**src/rtl/uart_arb_pkg.sv**
```systemverilog
// Shared types and helpers for the UART TX arbiter and its serializer.
// Provides the serializer state encoding and the baud-divider calculation.
package uart_arb_pkg;

  localparam int DATA_BITS = 8;

  typedef enum logic [1:0] {
    IDLE  = 2'd0,
    START = 2'd1,
    DATA  = 2'd2,
    STOP  = 2'd3
  } ser_state_e;

  // Integer truncation is intended: the line tolerates the small rate error.
  function automatic int clks_per_bit(input int freq, input int baud);
    return freq / baud;
  endfunction

endpackage

```
**src/rtl/uart_tx_serializer.sv**
```systemverilog
// 8N1 bit-timing serializer: START, eight data bits LSB first, STOP.
// The line output is registered and is forced high by reset.
module uart_tx_serializer
  import uart_arb_pkg::*;
#(
  parameter int CLKS_PER_BIT = 234
) (
  input  logic                 clk,
  input  logic                 rst,
  input  logic                 start,
  input  logic [DATA_BITS-1:0] data,
  output logic                 uart_tx,
  output logic                 idle
);

  localparam int CW = $clog2(CLKS_PER_BIT);
  localparam logic [CW-1:0] BAUD_LAST = CW'(CLKS_PER_BIT - 1);
  localparam logic [2:0]    IDX_LAST  = 3'(DATA_BITS - 1);

  ser_state_e           state_q, state_d;
  logic [CW-1:0]        baud_q, baud_d;
  logic [2:0]           idx_q, idx_d;
  logic [DATA_BITS-1:0] shreg_q, shreg_d;
  logic                 tx_q, tx_d;

  // NOTE: every variable gets a default first so no path can infer a latch.
  always_comb begin
    state_d = state_q;
    baud_d  = baud_q;
    idx_d   = idx_q;
    shreg_d = shreg_q;
    tx_d    = tx_q;
    case (state_q)
      IDLE: begin
        baud_d = '0;
        idx_d  = '0;
        tx_d   = 1'b1;
        if (start) begin
          state_d = START;
          shreg_d = data;
          tx_d    = 1'b0;
        end
      end
      START: begin
        if (baud_q == BAUD_LAST) begin
          baud_d  = '0;
          state_d = DATA;
          tx_d    = shreg_q[0];
        end else begin
          baud_d = baud_q + 1'b1;
        end
      end
      DATA: begin
        if (baud_q == BAUD_LAST) begin
          baud_d = '0;
          if (idx_q == IDX_LAST) begin
            state_d = STOP;
            tx_d    = 1'b1;
          end else begin
            idx_d = idx_q + 3'd1;
            tx_d  = shreg_q[idx_q + 3'd1];
          end
        end else begin
          baud_d = baud_q + 1'b1;
        end
      end
      STOP: begin
        tx_d = 1'b1;
        if (baud_q == BAUD_LAST) begin
          baud_d  = '0;
          state_d = IDLE;
        end else begin
          baud_d = baud_q + 1'b1;
        end
      end
      default: begin
        state_d = IDLE;
        tx_d    = 1'b1;
      end
    endcase
  end

  // NOTE: sequential state uses non-blocking assignments only, so every flop
  // samples the pre-edge values computed above.
  always_ff @(posedge clk or posedge rst) begin
    if (rst) begin
      state_q <= IDLE;
      baud_q  <= '0;
      idx_q   <= '0;
      shreg_q <= '0;
      tx_q    <= 1'b1;
    end else begin
      state_q <= state_d;
      baud_q  <= baud_d;
      idx_q   <= idx_d;
      shreg_q <= shreg_d;
      tx_q    <= tx_d;
    end
  end

  assign uart_tx = tx_q;
  assign idle    = (state_q == IDLE);

endmodule

```
**src/rtl/uart_tx_arbiter.sv**
```systemverilog
// Round-robin arbiter with packet lock sharing one UART TX line between
// NUM_REQ byte-stream requesters; the serializer drives the line.
module uart_tx_arbiter
  import uart_arb_pkg::*;
#(
  parameter int NUM_REQ      = 4,
  parameter int CLK_FREQ_HZ  = 27_000_000,
  parameter int BAUD         = 115200,
  parameter int CLKS_PER_BIT = clks_per_bit(CLK_FREQ_HZ, BAUD)
) (
  input  logic                       clk,
  input  logic                       rst,
  input  logic [NUM_REQ-1:0]         req_valid,
  input  logic [8*NUM_REQ-1:0]       req_data,
  input  logic [NUM_REQ-1:0]         req_last,
  output logic [NUM_REQ-1:0]         req_ready,
  output logic                       uart_tx,
  output logic                       busy,
  output logic [$clog2(NUM_REQ)-1:0] grant_id,
  output logic                       locked
);

  localparam int IW = $clog2(NUM_REQ);
  localparam logic [IW-1:0] PTR_LAST = IW'(NUM_REQ - 1);

  logic [IW-1:0]        rr_ptr;
  logic [IW-1:0]        cand;
  logic                 cand_found;
  logic                 idle;
  logic                 accept;
  logic [DATA_BITS-1:0] sel_data;

  // A held lock pins the candidate to the owner even when it drops valid,
  // which is what keeps a packet from being interleaved.
  always_comb begin
    int idx;
    idx        = 0;
    cand       = grant_id;
    cand_found = 1'b0;
    if (locked) begin
      cand_found = req_valid[grant_id];
    end else begin
      for (int k = 0; k < NUM_REQ; k++) begin
        idx = int'(rr_ptr) + k;
        if (idx >= NUM_REQ) idx = idx - NUM_REQ;
        if (!cand_found && req_valid[idx]) begin
          cand       = IW'(idx);
          cand_found = 1'b1;
        end
      end
    end
  end

  assign accept   = idle && !rst && cand_found;
  assign sel_data = req_data[8*int'(cand) +: 8];

  always_comb begin
    req_ready = '0;
    if (accept) req_ready[cand] = 1'b1;
  end

  always_ff @(posedge clk or posedge rst) begin
    if (rst) begin
      grant_id <= '0;
      locked   <= 1'b0;
      rr_ptr   <= '0;
    end else if (accept) begin
      grant_id <= cand;
      if (req_last[cand]) begin
        locked <= 1'b0;
        rr_ptr <= (cand == PTR_LAST) ? '0 : cand + 1'b1;
      end else begin
        locked <= 1'b1;
      end
    end
  end

  uart_tx_serializer #(
    .CLKS_PER_BIT(CLKS_PER_BIT)
  ) u_ser (
    .clk    (clk),
    .rst    (rst),
    .start  (accept),
    .data   (sel_data),
    .uart_tx(uart_tx),
    .idle   (idle)
  );

  assign busy = !idle;

endmodule

```
**config.mk**
```make
export PLATFORM = sky130hd
export DESIGN_NAME = uart_tx_arbiter
export DESIGN_NICKNAME = d
export VERILOG_FILES = /design/src/rtl/uart_arb_pkg.sv /design/src/rtl/uart_tx_serializer.sv /design/src/rtl/uart_tx_arbiter.sv
export SDC_FILE = /design/constraint.sdc
export NUM_CORES = 1
export LEC_CHECK = 0
export ABC_AREA = 1
export ABC_CLOCK_PERIOD_IN_PS = 2450
export BUFFER_PORTS_ARGS = -buffer_cell sky130_fd_sc_hd__buf_2
export CORE_UTILIZATION = 45
export DETAILED_ROUTE_END_ITERATION = 10
export PLACE_DENSITY = 0.69
export SYNTH_ARGS = -nofsm -noshare
export SYNTH_HDL_FRONTEND = slang
export SYNTH_SLANG_ARGS = --single-unit
```
**constraint.sdc**
```tcl
create_clock -name clk -period 2.45 [get_ports clk]
set_clock_uncertainty 0.2 [all_clocks]
set_input_delay 0.245 -clock clk [delete_from_list [all_inputs] [get_ports clk]]
set_output_delay 0.245 -clock clk [all_outputs]
set_load 0.03 [all_outputs]
```
# After elaboration in Yosys (flattened, before gate mapping)
# Cells that the tools add are included.
# op_classes
n_mux,60
n_eq_ne,12
n_reduce_logical,19
addsub,10
order_cmp,12
shift,1
# ops
op,n
two-way mux 32 bit,8
"less-than comparator 32 x 4 -> 1 bit, second input constant",4
variable part select 32 x 6 -> 8 bit,1
two-way mux 1 bit,25
two-way mux 2 bit,11
one-hot mux 8 bit (2 select lines),1
binary-select mux 1 bit (select 2 bit),6
"subtractor 3 x 3 -> 4 bit, second input constant",3
"!= test 2 x 1 -> 1 bit, second input constant",5
"greater-or-equal comparator 3 bit, second input constant",3
"adder 8 x 1 -> 8 bit, second input constant",1
"equality test 8 bit, second input constant",1
two-way mux 8 bit,1
one-hot mux 2 bit (4 select lines),1
"adder 2 x 2 -> 3 bit, second input constant",2
"equality test 2 bit, second input constant",3
logical AND 1 bit,6
"less-than comparator 2 x 3 -> 1 bit, second input constant",2
two-way mux 3 bit,2
one-hot mux 3 bit (2 select lines),1
AND reduction 2 bit,3
zero test 1 bit,5
AND reduction 5 bit,1
"less-than comparator 3 x 4 -> 1 bit, second input constant",1
other kinds (17),17
# word_totals
reg_bits,27
inputBits,42

# Longest topological paths before layout
# logic_depth
ltp_word,25
depth_mapped,17
ltp_nobuf,16

# Modules after synthesis
# Synthesis repeated with hierarchy kept, for this count alone.
# unflattened
hier_cells,337
area_unflattened_um2,2264.7
# by_module_without_submodules
mod,cells_each,seq_area_each_um2,instances,area_each_um2
uart_tx_serializer,151,551.8,1,1218.7
uart_tx_arbiter,186,125.1,1,1046.0

# Least setup slack after synthesis
# No wires, ideal clock.
# synth_timing
kind,register -> output
startpoint,register rr_ptr[0]
endpoint,output req_ready[1]
path_buffers,2
t_arrival_ps,2097
path_stages_with_launch,17
required_time_ps,2005
slack_ps,-92
cell_sequence,dfrtp_1 > buf_6 > nand2_2 > nand3_1 > nand2_2 > inv_2 > nand3_1 > nand2_1 > nand2_1 > nand3_1 > nand2_2 > nand2_4 > buf_6 > inv_2 > ha_1 > inv_1 > nor2_1
# synth_via
elab_chain_len,25
# synth_rtl
item,line,rtl
from (decl),uart_tx_arbiter.sv:26,logic [IW-1:0] rr_ptr;
from (signal assigned),uart_tx_arbiter.sv:71,rr_ptr <= (cand == PTR_LAST) ? '0 : cand + 1'b1;
subtractor 2 x 3 -> 4 bit or greater-or-equal comparator 2 x 3 -> 1 bit (tied branches),uart_tx_arbiter.sv:45,if (idx >= NUM_REQ) idx = idx - NUM_REQ;
two-way mux 32 bit,uart_tx_arbiter.sv:45,
two-way mux 32 bit,uart_tx_arbiter.sv:40,if (locked) begin
binary-select mux 1 bit (select 2 bit),uart_tx_arbiter.sv:46,if (!cand_found && req_valid[idx]) begin
two-way mux 1 bit (not written as such) (2 in series),uart_tx_arbiter.sv:46,
two-way mux 1 bit,uart_tx_arbiter.sv:46,
two-way mux 1 bit,uart_tx_arbiter.sv:40,
zero test 1 bit,uart_tx_arbiter.sv:46,
[9 not listed],-,
two-way mux 2 bit (*),uart_tx_arbiter.sv:46,
two-way mux 2 bit (*),uart_tx_arbiter.sv:40,
net cand[0],uart_tx_arbiter.sv:27,logic [IW-1:0] cand;
less-than comparator 2 x 3 -> 1 bit (not written as such) or greater-or-equal comparator 2 x 1 -> 1 bit (tied branches),uart_tx_arbiter.sv:59,if (accept) req_ready[cand] = 1'b1;
logical AND 1 bit (not written as such),uart_tx_arbiter.sv:59,
two-way mux 1 bit (not written as such),uart_tx_arbiter.sv:59,
demux 1 bit (select 2 bit) (*),uart_tx_arbiter.sv:59,
two-way mux 4 bit (*),uart_tx_arbiter.sv:59,
to (decl),uart_tx_arbiter.sv:16,"output logic [NUM_REQ-1:0] req_ready,"
# The timed path passes the listed nets; every way through them passes the cells marked *. The select of a mux whose other input is x is not followed.

# Worst setup path in the final report
# layout_timing
startpoint,register rr_ptr[0]
endpoint,output req_ready[0]
# layout_via
elab_chain_len,25
# layout_rtl
item,line
subtractor 2 x 3 -> 4 bit or greater-or-equal comparator 2 x 3 -> 1 bit (tied branches),uart_tx_arbiter.sv:45
two-way mux 32 bit,uart_tx_arbiter.sv:45
two-way mux 32 bit,uart_tx_arbiter.sv:40
binary-select mux 1 bit (select 2 bit),uart_tx_arbiter.sv:46
two-way mux 1 bit (not written as such) (2 in series),uart_tx_arbiter.sv:46
two-way mux 1 bit,uart_tx_arbiter.sv:46
two-way mux 1 bit,uart_tx_arbiter.sv:40
zero test 1 bit,uart_tx_arbiter.sv:46
[8 not listed],-
logical AND 1 bit,uart_tx_arbiter.sv:46
two-way mux 2 bit,uart_tx_arbiter.sv:46
two-way mux 2 bit,uart_tx_arbiter.sv:40
less-than comparator 2 x 3 -> 1 bit (not written as such) or greater-or-equal comparator 2 x 1 -> 1 bit (tied branches),uart_tx_arbiter.sv:59
logical AND 1 bit (not written as such),uart_tx_arbiter.sv:59
two-way mux 1 bit (not written as such),uart_tx_arbiter.sv:59
demux 1 bit (select 2 bit),uart_tx_arbiter.sv:59
two-way mux 4 bit (*),uart_tx_arbiter.sv:59
# Every way passes the cells marked *; elsewhere a longest branch is shown, timed or not. The select of a mux whose other input is x is not followed.

==> flow_summary_export.csv <==
group,metric,value,unit
global_routing,grt_antenna_before_repair,0,
setup_path,path_depth,14,
power,power_density_of_the_placed_cells,400,mW/mm²
setup_path,slowest_delay,460,ps
final_layout,multi_input_area,0.00151,mm²
run_status,failed_checks,"negative setup slack",
placement,post-place-cells,476,
timing,layout_worst_path_cycle_share,1.11,
worst_hold_path,hold_path_startpoint,"req_data[23]",
setup_path,timing.rr.end,"u_ser.shreg_q[1]$_DFFE_PP0P_",
worst_hold_path,worst_hold_path.endpoint,"u_ser.shreg_q[7]$_DFFE_PP0P_",
setup_path,endpoint_kind,"output port",
synth,asr_flop_ratio_synth,1.00,
setup_path,worst_ep_required_time,2010,ps
synth,netlist_area,0.00227,mm²
setup_path,critical_path.n_buffers_inverters,4,
run,timing.max_cap.violations,0,
placement,globalplace.congestion,0.799,
synth,synthesis.nets,400,
floorplan,start_util,0.474,
clock_tree,cts_inserted_buffers,3,
synth,yosysWarningCount,0,
clock_tree,numClockSinks,27,
setup_path,cp_slowest_cell,"sky130_fd_sc_hd__dfrtp_2",
synth,ys_ff_latch,27,
floorplan,coreArea,0.00479,mm²
timing,setup_violations,6,
final_layout,layout-area-overhead-vs-synth,38.1,%
setup_path,setup.worst_path.class,"reg -> out",
clock_tree,cts-root-to-sink-buffers,2,
timing,rsz0062_at_grt,"yes",
drt,route.antenna.remaining_nets,0,
global_routing,globalRouteTotalUtil,0.226,
setup_path,regToRegSetupSlack,-40,ps
setup_path,worstSetupStartpoint,"rr_ptr[0]$_DFFE_PP0P_",
synth,yosys.area.top_type,"sky130_fd_sc_hd__dfrtp_1",
floorplan,dieArea,0.00533,mm²
placement,pre_cts_slack,-14.3,ps
clock_tree,clk_pin_slew,90,ps
global_routing,grt_pass1_vias,2284,
synth,synth.area.top_cells,"sky130_fd_sc_hd__dfrtp_1 (29%), sky130_fd_sc_hd__nand2_1 (16%), sky130_fd_sc_hd__nand3_1 (8.6%)",
drt,post_detailed_routing_wire_length,5.94,mm
global_routing,grt_start_max_net_pins,17,
drt,post_drt_wl_per_cell,12.0,µm
drt,route.vias.total,2451,
synth,netlist_instances,345,
clock_tree,clock_tree_from_tritoncts,"done",
worst_hold_path,cells_on_worst_hold_path,3,
placement,portBuffers,50,
power,peakVddDrop,275,µV
drt,drc_errors,0,
setup_path,critical_path.cell_chain,"buf_6, nand2_4, nand2_2, nand2_4, nand2_8, nor2_8, nand2_4, o21ai_2, inv_2, a21oi_4, ha_2, inv_2, nor2_4, buf_6",
timing,fmaxAchievable,369,MHz
final_layout,regArea,679,µm²
global_routing,grt_overflow,0,
power,p_total,1250,µW
run_status,run_status,"complete, but fails checks",
synth,synth.top_cell.area_share,0.287,
setup_path,cp_data_arrival_time,2270,ps
setup_path,timing.critical_path.mode_cell,"sky130_fd_sc_hd__nand2_4",
timing,max_slew_margin,0.629,
drt,detail_route.iter0.violations,98,
synth,ys_top_cells_by_count,"sky130_fd_sc_hd__nand2_1 (96), sky130_fd_sc_hd__inv_1 (52), sky130_fd_sc_hd__nand3_1 (39), sky130_fd_sc_hd__nor2_1 (28), sky130_fd_sc_hd__dfrtp_1 (26)",
clock_tree,clock_network_latency_to_the_later_pin_of_the_worst_skew_pair,270,ps
timing,worst_slack,-261,ps
setup_path,ff2ff_path_depth,19,
final_layout,layout-drive-gt1-share,0.352,
drt,detail_route.vias_per_cell,4.94,
timing,period_needed,2710,ps
synth,synth_edf_count,0,
final_layout,antenna_cells_inserted,0,
setup_path,top_fanout_value_on_the_critical_path,6,
worst_hold_path,hold_path.class,"in -> reg",
synth,count_of_distinct_cell_types_in_the_synthesized_netlist,30,
global_routing,grt_pass1_wl,9.52,mm
timing,hold-worst-slack,24.9,ps
timing,hold_violations,0,
final_layout,layoutNonFillerInstCount,496,
floorplan,ios,51,
placement,detailed_place_hpwl,4.30,mm
synth,synth_top_flop_cell,"sky130_fd_sc_hd__dfrtp_1",
drt,iteration_count_of_the_initial_detailed_routing_pass,4,
floorplan,die_span_in_y,73.0,µm
setup_path,r2r-start,"rr_ptr[0]$_DFFE_PP0P_",
floorplan,placementRows,25,
floorplan,die_x,73.0,µm
clock_tree,root_buffer,"sky130_fd_sc_hd__clkbuf_8",
synth,average_instance_area_after_synthesis,6.58,µm²
synth,synth.yosys.seq_area_share,0.298,
final_layout,final_net_count,485,
final_layout,nFillCells,432,
setup_path,critical_path.startpoint_type,"register",
synth,post-synth-top-count-cell,"sky130_fd_sc_hd__nand2_1",
timing,measured_slew_at_the_worst_slew_check_pin,556,ps
timing,drv_slew,0,
clock_tree,cts-htree-levels,1,
setup_path,timing.critical_path.max_delay_family,"simple AND/OR/NAND/NOR gates",
final_layout,post-route-util,0.655,
power,cellLeakagePower,0.00169,µW
-- registers in the layout (all words and copies together), names as in the netlist --
register / flops
u_ser.idx_q: 3
u_ser.state_q: 2
u_ser.shreg_q: 8
grant_id: 2
u_ser.baud_q: 8
rr_ptr: 2
u_ser.uart_tx: 1
locked: 1
-- metrics by stage --
step	area, µm²	TNS, ps
after global routing	3140	-2580
after detailed placement	2720	-23.4
final	3140	-1080
after CTS	2920	-814
after floorplan	2270	0
after global placement	2720	0
-- worst min-delay path: stages --
cell and delay, ps:
sky130_fd_sc_hd__buf_2 70, sky130_fd_sc_hd__o211ai_1 80, sky130_fd_sc_hd__nand3_1 60
-- logic make-up (layout without fill, tap and decap cells) --
kind of cell    after synthesis  count (layout)  share of synthesized area
xor+xnor                      1               1                    0.00386
fa+ha+maj                    13              13                     0.0717
buf+inv                      65             149                      0.121
simple gates                197             197                      0.397
flops                        27              27                      0.298
compound gates               42              42                      0.108
-- layout make-up --
type                            count  area share
Clock buffer                        3      0.0132
Inverter                           58      0.0746
Sequential cell                    27       0.217
Clock inverter                      1     0.00160
Timing Repair Buffer               86       0.184
Tap cell                           67      0.0267
Timing Repair inverter              1     0.00160
Multi-Input combinational cell    253       0.482
-- metal layers --
layer	share of wire	global-route usage	routed length (µm)
met4	0.021	0.0545	123
met1	0.44	0.279	2630
met2	0.51	0.408	3010
met5	0	0	0
met3	0.028	0.0359	167
-- worst max-delay path by stage --
| stage | endpoint | slack [ps] |
|---|---|---|
| 2_1_floorplan | req_ready[0] | 7 |
| 3_3_place_gp | req_ready[2] | 20 |
| 3_5_place_dp | u_ser.shreg_q[3]$_DFFE_PP0P_ | -10 |
| 4_1_cts | req_ready[3] | -210 |
| 5_1_grt | req_ready[0] | -370 |
| 6_report | req_ready[0] | -260 |
-- report_power, final --
group	total [µW]	internal (µW)	switching, µW
Sequential	463	454	9.51
Combinational	539	236	303
Clock	251	114	137
Total	1250	804	449
-- cells in the final DEF (no fill, tap or decap), drive strengths merged, types with 2 or more instances in the layout --
cell type	netlist	layout
a21oi	10	10
buf	6	85
clkbuf	1	3
clkinv	1	2
clkinvlp	0	2
dfrtp	26	26
ha	13	13
inv	57	56
nand2	109	109
nand3	40	40
nand3b	5	5
nor2	29	29
nor3	6	6
o211ai	7	7
o21ai	23	23
o22ai	2	2
or2	6	6
-- what timing repair did --
item                                    in CTS  in global routing
cloned                                       0                  1
pin swaps                                   16                 21
resized for setup                           25                 47
setup buffers                                9                  9
endpoints found under the setup margin      11                 18
hold endpoints to repair                    12                  0
hold buffers                                 1                  0
No activity file was read; power rests on OpenSTA's default activity.
